**src/rtl/alu_seq.sv**
```systemverilog
// -----------------------------------------------------------------------------
// alu_seq -- registered WIDTH-bit ALU with a start/done handshake.
//
// Operands and opcode are latched when a request is accepted, the result and
// flags are computed from the latched copies, and F/OF/ZF are registered and
// only change in the cycle that done pulses.
//
// Optional feature macro: ALU_SEQ_MUL_EN
//   defined   : opcode 1000 is an unsigned shift-add multiply, one multiplier
//               bit per EXEC cycle (WIDTH EXEC cycles).
//   undefined : opcode 1000 is treated like any other undefined code; no
//               counter or accumulator exists.
//
// Handshake: a request is accepted on a rising edge where start=1 and busy=0
// (state IDLE or DONE). While busy=1 start is ignored and nothing is queued.
// done is a one-cycle pulse marking the cycle in which F/OF/ZF were updated.
//
// Ports
//   clk          in   rising-edge clock
//   rst_n        in   asynchronous active-low reset (aborts any operation)
//   start        in   request, sampled only while busy=0
//   ALU_OP[3:0]  in   operation code, latched on accept
//   A, B         in   operands (WIDTH bits), latched on accept
//   busy         out  operation in progress
//   done         out  one-cycle pulse, result registers updated this cycle
//   F            out  registered result (WIDTH bits)
//   OF           out  registered overflow flag
//   ZF           out  registered zero flag
//   o_dbg_state  out  current FSM state (0 IDLE, 1 EXEC, 2 DONE)
// -----------------------------------------------------------------------------
module alu_seq #(
  parameter int WIDTH = 32
) (
  input  logic             clk,
  input  logic             rst_n,
  input  logic             start,
  input  logic [3:0]       ALU_OP,
  input  logic [WIDTH-1:0] A,
  input  logic [WIDTH-1:0] B,
  output logic             busy,
  output logic             done,
  output logic [WIDTH-1:0] F,
  output logic             OF,
  output logic             ZF,
  output logic [1:0]       o_dbg_state
);

  localparam int SHW = $clog2(WIDTH);

  localparam logic [3:0] OP_AND = 4'b0000;
  localparam logic [3:0] OP_OR  = 4'b0001;
  localparam logic [3:0] OP_XOR = 4'b0010;
  localparam logic [3:0] OP_NOR = 4'b0011;
  localparam logic [3:0] OP_ADD = 4'b0100;
  localparam logic [3:0] OP_SUB = 4'b0101;
  localparam logic [3:0] OP_SLT = 4'b0110;
  localparam logic [3:0] OP_SLL = 4'b0111;

  typedef enum logic [1:0] {
    S_IDLE = 2'd0,
    S_EXEC = 2'd1,
    S_DONE = 2'd2
  } state_t;

  state_t           r_state;
  logic [3:0]       r_op;
  logic [WIDTH-1:0] r_a;
  logic [WIDTH-1:0] r_b;

  // Single-cycle datapath, driven only by the latched operands.
  logic [WIDTH-1:0] w_sum;
  logic [WIDTH-1:0] w_diff;
  logic [SHW-1:0]   w_shamt;
  logic [WIDTH-1:0] w_alu_f;
  logic             w_alu_of;

  // Value written to F/OF on the final EXEC cycle, and "this is the final
  // EXEC cycle" (always true for single-cycle ops).
  logic [WIDTH-1:0] w_res_f;
  logic             w_res_of;
  logic             w_last;

  assign w_sum   = r_a + r_b;
  assign w_diff  = r_a - r_b;
  assign w_shamt = r_a[SHW-1:0];

  always_comb begin
    w_alu_f  = '0;
    w_alu_of = 1'b0;
    case (r_op)
      OP_AND: w_alu_f = r_a & r_b;
      OP_OR:  w_alu_f = r_a | r_b;
      OP_XOR: w_alu_f = r_a ^ r_b;
      OP_NOR: w_alu_f = ~(r_a | r_b);
      OP_ADD: begin
        w_alu_f  = w_sum;
        // Overflow: both operands share a sign the result does not.
        w_alu_of = (r_a[WIDTH-1] == r_b[WIDTH-1]) &&
                   (w_sum[WIDTH-1] != r_a[WIDTH-1]);
      end
      OP_SUB: begin
        w_alu_f  = w_diff;
        // Overflow: operand signs differ and result sign differs from A.
        w_alu_of = (r_a[WIDTH-1] != r_b[WIDTH-1]) &&
                   (w_diff[WIDTH-1] != r_a[WIDTH-1]);
      end
      OP_SLT: w_alu_f = {{(WIDTH-1){1'b0}}, ($signed(r_a) < $signed(r_b))};
      OP_SLL: w_alu_f = r_b << w_shamt;
      // Undefined codes (including 1000 without the multiplier): F=0, OF=0.
      default: begin
        w_alu_f  = '0;
        w_alu_of = 1'b0;
      end
    endcase
  end

`ifdef ALU_SEQ_MUL_EN
  localparam logic [3:0]     OP_MUL   = 4'b1000;
  localparam logic [SHW-1:0] CNT_LOAD = SHW'(WIDTH - 1);

  // Accumulator layout: high half holds the running partial product, low
  // half starts as the multiplier B and is shifted out LSB-first. After
  // WIDTH steps the whole register holds the 2*WIDTH-bit product.
  logic [SHW-1:0]     r_cnt;
  logic [2*WIDTH-1:0] r_acc;
  logic [WIDTH:0]     w_hi_sum;
  logic [2*WIDTH-1:0] w_acc_nxt;

  assign w_hi_sum  = {1'b0, r_acc[2*WIDTH-1:WIDTH]} +
                     (r_acc[0] ? {1'b0, r_a} : {(WIDTH+1){1'b0}});
  assign w_acc_nxt = {w_hi_sum, r_acc[WIDTH-1:1]};

  always_comb begin
    w_res_f  = w_alu_f;
    w_res_of = w_alu_of;
    w_last   = 1'b1;
    if (r_op == OP_MUL) begin
      w_res_f  = w_acc_nxt[WIDTH-1:0];
      w_res_of = |w_acc_nxt[2*WIDTH-1:WIDTH];
      w_last   = (r_cnt == '0);
    end
  end
`else
  always_comb begin
    w_res_f  = w_alu_f;
    w_res_of = w_alu_of;
    w_last   = 1'b1;
  end
`endif

  always_ff @(posedge clk or negedge rst_n) begin
    if (!rst_n) begin
      r_state <= S_IDLE;
      busy    <= 1'b0;
      done    <= 1'b0;
      F       <= '0;
      OF      <= 1'b0;
      ZF      <= 1'b0;
      r_op    <= '0;
      r_a     <= '0;
      r_b     <= '0;
`ifdef ALU_SEQ_MUL_EN
      r_cnt   <= '0;
      r_acc   <= '0;
`endif
    end else begin
      case (r_state)
        // IDLE and DONE both accept a new request; DONE accepting is what
        // gives back-to-back operation at one op per two cycles.
        S_IDLE, S_DONE: begin
          done <= 1'b0;
          if (start) begin
            r_op    <= ALU_OP;
            r_a     <= A;
            r_b     <= B;
`ifdef ALU_SEQ_MUL_EN
            r_cnt   <= CNT_LOAD;
            r_acc   <= {{WIDTH{1'b0}}, B};
`endif
            busy    <= 1'b1;
            r_state <= S_EXEC;
          end else begin
            busy    <= 1'b0;
            r_state <= S_IDLE;
          end
        end

        S_EXEC: begin
`ifdef ALU_SEQ_MUL_EN
          if (r_op == OP_MUL) begin
            r_acc <= w_acc_nxt;
            if (!w_last) begin
              r_cnt <= r_cnt - 1'b1;
            end
          end
`endif
          if (w_last) begin
            F       <= w_res_f;
            OF      <= w_res_of;
            ZF      <= (w_res_f == '0);
            busy    <= 1'b0;
            done    <= 1'b1;
            r_state <= S_DONE;
          end
        end

        default: begin
          busy    <= 1'b0;
          done    <= 1'b0;
          r_state <= S_IDLE;
        end
      endcase
    end
  end

  assign o_dbg_state = r_state;

endmodule

```
**config.mk**
```make
export PLATFORM = sky130hd
export DESIGN_NAME = alu_seq
export DESIGN_NICKNAME = d
export VERILOG_FILES = /design/src/rtl/alu_seq.sv
export SDC_FILE = /design/constraint.sdc
export NUM_CORES = 1
export LEC_CHECK = 0
export CORE_MARGIN = 2
export CORE_UTILIZATION = 32
export DETAILED_ROUTE_END_ITERATION = 6
export GPL_TIMING_DRIVEN = 0
export PLACE_DENSITY_LB_ADDON = 0.05
export SLEW_MARGIN = 20
export SYNTH_ARGS = -nofsm -noshare
export SYNTH_HDL_FRONTEND = slang
export SYNTH_SLANG_ARGS = --single-unit
```
**constraint.sdc**
```tcl
create_clock -name clk -period 4 [get_ports clk]
set_input_delay 1.2 -clock clk [delete_from_list [all_inputs] [get_ports clk]]
set_output_delay 1.2 -clock clk [all_outputs]
set_load 0.005 [all_outputs]
```
==> flow_metrics.py <==
metrics = {
    "outcome": {
        "outcome": "complete, no violations",
    },
    "sta": {
        "final.min_clock_period_ps": 3970,
        "worst_slack_ps": 30.6,
        "whs_ps": 482,
        "setup_viol": 0,
        "final_max_slew_viol_count": 0,
        "finalCritPeriodShare_pct": 99.2,
        "hold_violations": 0,
        "fin_skew_ps": 10.6,
        "rsz0062_at_grt": "yes",
        "max_freq_ghz": 0.252,
        "slew_headroom_pct": 25.7,
        "tightest_slew_ps": 1110,
    },
    "power_and_ir_drop": {
        "p_leak_nw": 6.26,
        "powerDensity_nw_per_um2": 454,
        "peakVddDrop_mv": 0.251,
    },
    "yosys": {
        "synth_ff_type": "dfrtp_1",
        "yosys.area_share.simple_pct": 18.2,
        "synth-edff-count": 0,
        "synth_top_cell_by_area": "dfrtp_1",
        "syn_area_um2": 12000,
        "synth.distinct_cells": 84,
        "syn-instance-count": 1526,
        "synth_compound_area_share_pct": 26.4,
        "avgSynthCellArea_um2": 7.83,
        "syn-num-nets": 1697,
        "yosysSeqAreaShare_pct": 21.8,
        "synth_top_family_by_area": "compound AO/OA/AOI/OAI gates",
        "synth.top_cell.area_share_pct": 21.8,
        "synth_top_cells_by_area": "dfrtp_1 22%, ha_1 10%, nand2_1 6.4%, o21ai_0 5.7%, mux2i_1 5.1%",
        "synth_fa_ha_area_share_pct": 10.6,
        "synth_mux_area_share_pct": 12.6,
        "synth_seq_cells": 104,
        "synth_xor_area_share_pct": 3.00,
        "yosysWarningCount": 0,
        "ys_async_sr_fraction_pct": 100,
    },
    "layout": {
        "nets": 1865,
        "final_common_cell": "nand2_1",
        "final_util_pct": 41.1,
        "syn2layout_area_growth_pct": 26.2,
        "drive_gt1_share_pct": 17.4,
        "multi_input_area_um2": 9070,
        "final_cell_mix": "203 x nand2_1, 132 x o21ai_0, 107 x clkdlybuf4s50_1",
        "fillers": 3819,
        "regArea_um2": 2620,
    },
    "clock_network": {
        "clk-insertion-delay-late_ps": 400,
        "cts_tree": "yes",
        "path_clk_slew_ps": 80,
        "ctsRootBufferMaster": "clkbuf_16",
        "clock-sinks": 104,
        "cts_buffer_depth": 2,
        "numCtsBuffers": 9,
        "cts-hold-fix-buffers": 0,
        "h-tree-depth": 3,
    },
    "global_routing": {
        "grt_pass1_vias": 12500,
        "antenna_found_initial": 1,
        "use_met3_pct": 4.39,
        "grtUsageMet2_pct": 47.1,
        "grt.met1_usage_pct": 43.0,
        "grt_pass1_wl_um": 85200,
        "grt.total_usage_pct": 30.2,
        "grt_overflow": 0,
        "grt.busiest_layer": "met2",
        "grt_max_degree": 68,
    },
    "die": {
        "ioPinCount": 109,
        "start_util_pct": 32.6,
        "num_rows": 70,
        "die_w_um": 197,
        "dieArea_um2": 38900,
        "die_y_um": 197,
        "core_um2": 36700,
    },
    "worst_hold_path": {
        "hold_class": "flip-flop to flip-flop",
    },
    "route": {
        "first_pass_iters": 6,
        "wl_per_cell_um": 27.1,
        "routed_wl_um": 58800,
        "via_per_inst": 5.99,
        "ant_nets": 0,
        "dr.first_iter.drc_count": 1296,
        "num_vias": 13000,
        "drc": 0,
    },
    "place": {
        "place_congestion": 0.972,
        "io_buffers": 108,
        "post-place-ws_ps": -1810,
        "post-dp-hpwl_um": 46800,
    },
    "critical_path": {
        "path_class": "flip-flop to flip-flop",
        "crit_path_end_kind": "flip-flop",
        "crit_start": "r_b[9]",
        "worst-r2r-setup-slack_ps": 30,
        "crit_end": "ZF",
        "reg2reg_depth": 14,
        "r2r-end": "ZF",
        "startpoint_type": "flip-flop",
        "required_ps": 4300,
        "cp_max_fo": 10,
        "regToRegStartpoint": "r_b[9]",
        "crit_arrival_ps": 4270,
    },
    "run": {
        "maxCapViolations": 0,
    },
}
-- metal layers --
layer / vias to the layer above / wire, µm
li1: 5868 / -
met1: 6422 / 27100
met2: 609 / 25800
met3: 85 / 4260
met4: 0 / 1660
met5: - / 0
-- registers in the layout, indices dropped and copies added, names as in the netlist --
signal and flops:
r_b 32, o_dbg_state 1, F 32, OF 1, r_a 32, r_op 4, ZF 1, done 1
-- timing repair --
action / in CTS / in global routing
gates resized for setup: 119 / 96
buffers inserted: 31 / 27
pin swaps: 29 / 32
setup endpoints to repair: 29 / 7
gates cloned: 0 / 0
-- report_power, final --
group | internal, W | switching [W] | total (W) | leakage [nW]
registers | 0.00126 | 0.000203 | 0.00146 | 1.27
clock network | 0.000431 | 0.000519 | 0.000950 | 0.138
logic | 0.00175 | 0.00268 | 0.00443 | 4.85
-- critical path, cell delays in order (launching register included) --
cell and delay, ps:
dfrtp_2 500, inv_1 190, ha_1 400, clkbuf_2 240, a21oi_2 210, o221ai_1 170
a21oi_1 260, and2_1 280, a22oi_1 120, xnor2_1 160, a221oi_2 410, nand4_1 210
nor4_4 340, nand4_1 160, o41ai_2 220
-- synth_stat cells, types with 5 or more instances --
| cell type | number |
|---|---|
| o221ai_1 | 8 |
| o31ai_1 | 20 |
| nor4_1 | 15 |
| a211oi_1 | 24 |
| o211ai_1 | 25 |
| and2_1 | 10 |
| buf_2 | 24 |
| or3_1 | 5 |
| a21o_1 | 18 |
| o2111ai_1 | 5 |
| mux4_2 | 25 |
| xnor2_1 | 37 |
| nor3_1 | 24 |
| o22ai_1 | 12 |
| nand2b_1 | 8 |
| o21bai_1 | 15 |
| o21ai_0 | 136 |
| mux2_2 | 20 |
| a221o_1 | 6 |
| mux2i_1 | 61 |
| nand4_1 | 19 |
| a31oi_1 | 13 |
| nand2_1 | 204 |
| nor3b_1 | 5 |
| dfrtp_1 | 104 |
| o22a_1 | 6 |
| nor2_1 | 101 |
| or2_2 | 7 |
| a21oi_1 | 104 |
| nor2b_1 | 16 |
| o21a_1 | 16 |
| a211o_1 | 9 |
| and3_1 | 10 |
| nand3_1 | 33 |
| inv_1 | 100 |
| a22oi_1 | 5 |
| ha_1 | 98 |
| a221oi_1 | 6 |
| clkbuf_1 | 81 |
-- per-stage QoR --
stage / power, W / std cells / setup TNS, ps / area (µm²)
3_3_place_gp: 0.00531 / 2102 / -325380 / 13600
3_5_place_dp: 0.00532 / 2103 / -24980 / 13700
6_report: 0.00684 / 2168 / 0 / 15100
2_1_floorplan: 0.00380 / 1526 / 0 / 12000
4_1_cts: 0.00659 / 2146 / -163 / 14700
5_1_grt: 0.00721 / 2167 / -46.5 / 15100
-- cell families (layout without fill, tap and decap cells) --
kind of cell	Yosys count	after routing
AO/OA/AOI/OAI	479	479
XOR/XNOR	41	41
adder cells (fa/ha/maj)	100	100
buffers and inverters	217	390
flip-flops	104	104
multiplexers	111	111
other	0	1
AND/OR/NAND/NOR	474	474
-- area by class of cell --
class                      instances  share of cell area, %
multi-input combinational       1205                   60.2
clock buffer                       9                   1.49
clock inverter                     7                  0.365
tap                              468                   3.88
timing repair buffer             167                   10.3
inverter                         103                   2.85
antenna                            1                 0.0166
sequential                       104                   17.4
buffer                           104                   3.50
-- how the worst min path moves through the flow --
| stage | start | endpoint | slack, ps | depth (start not counted) |
|---|---|---|---|---|
| after global routing | F[20] | F[20] | 500 | 2 |
| after floorplan | OF | OF | 470 | 2 |
| final | OF | OF | 480 | 2 |
| after CTS | OF | OF | 490 | 2 |
| after detailed placement | OF | OF | 470 | 2 |
| after global placement | F[2] | F[2] | 460 | 2 |
(Power assumes the default switching activity.)
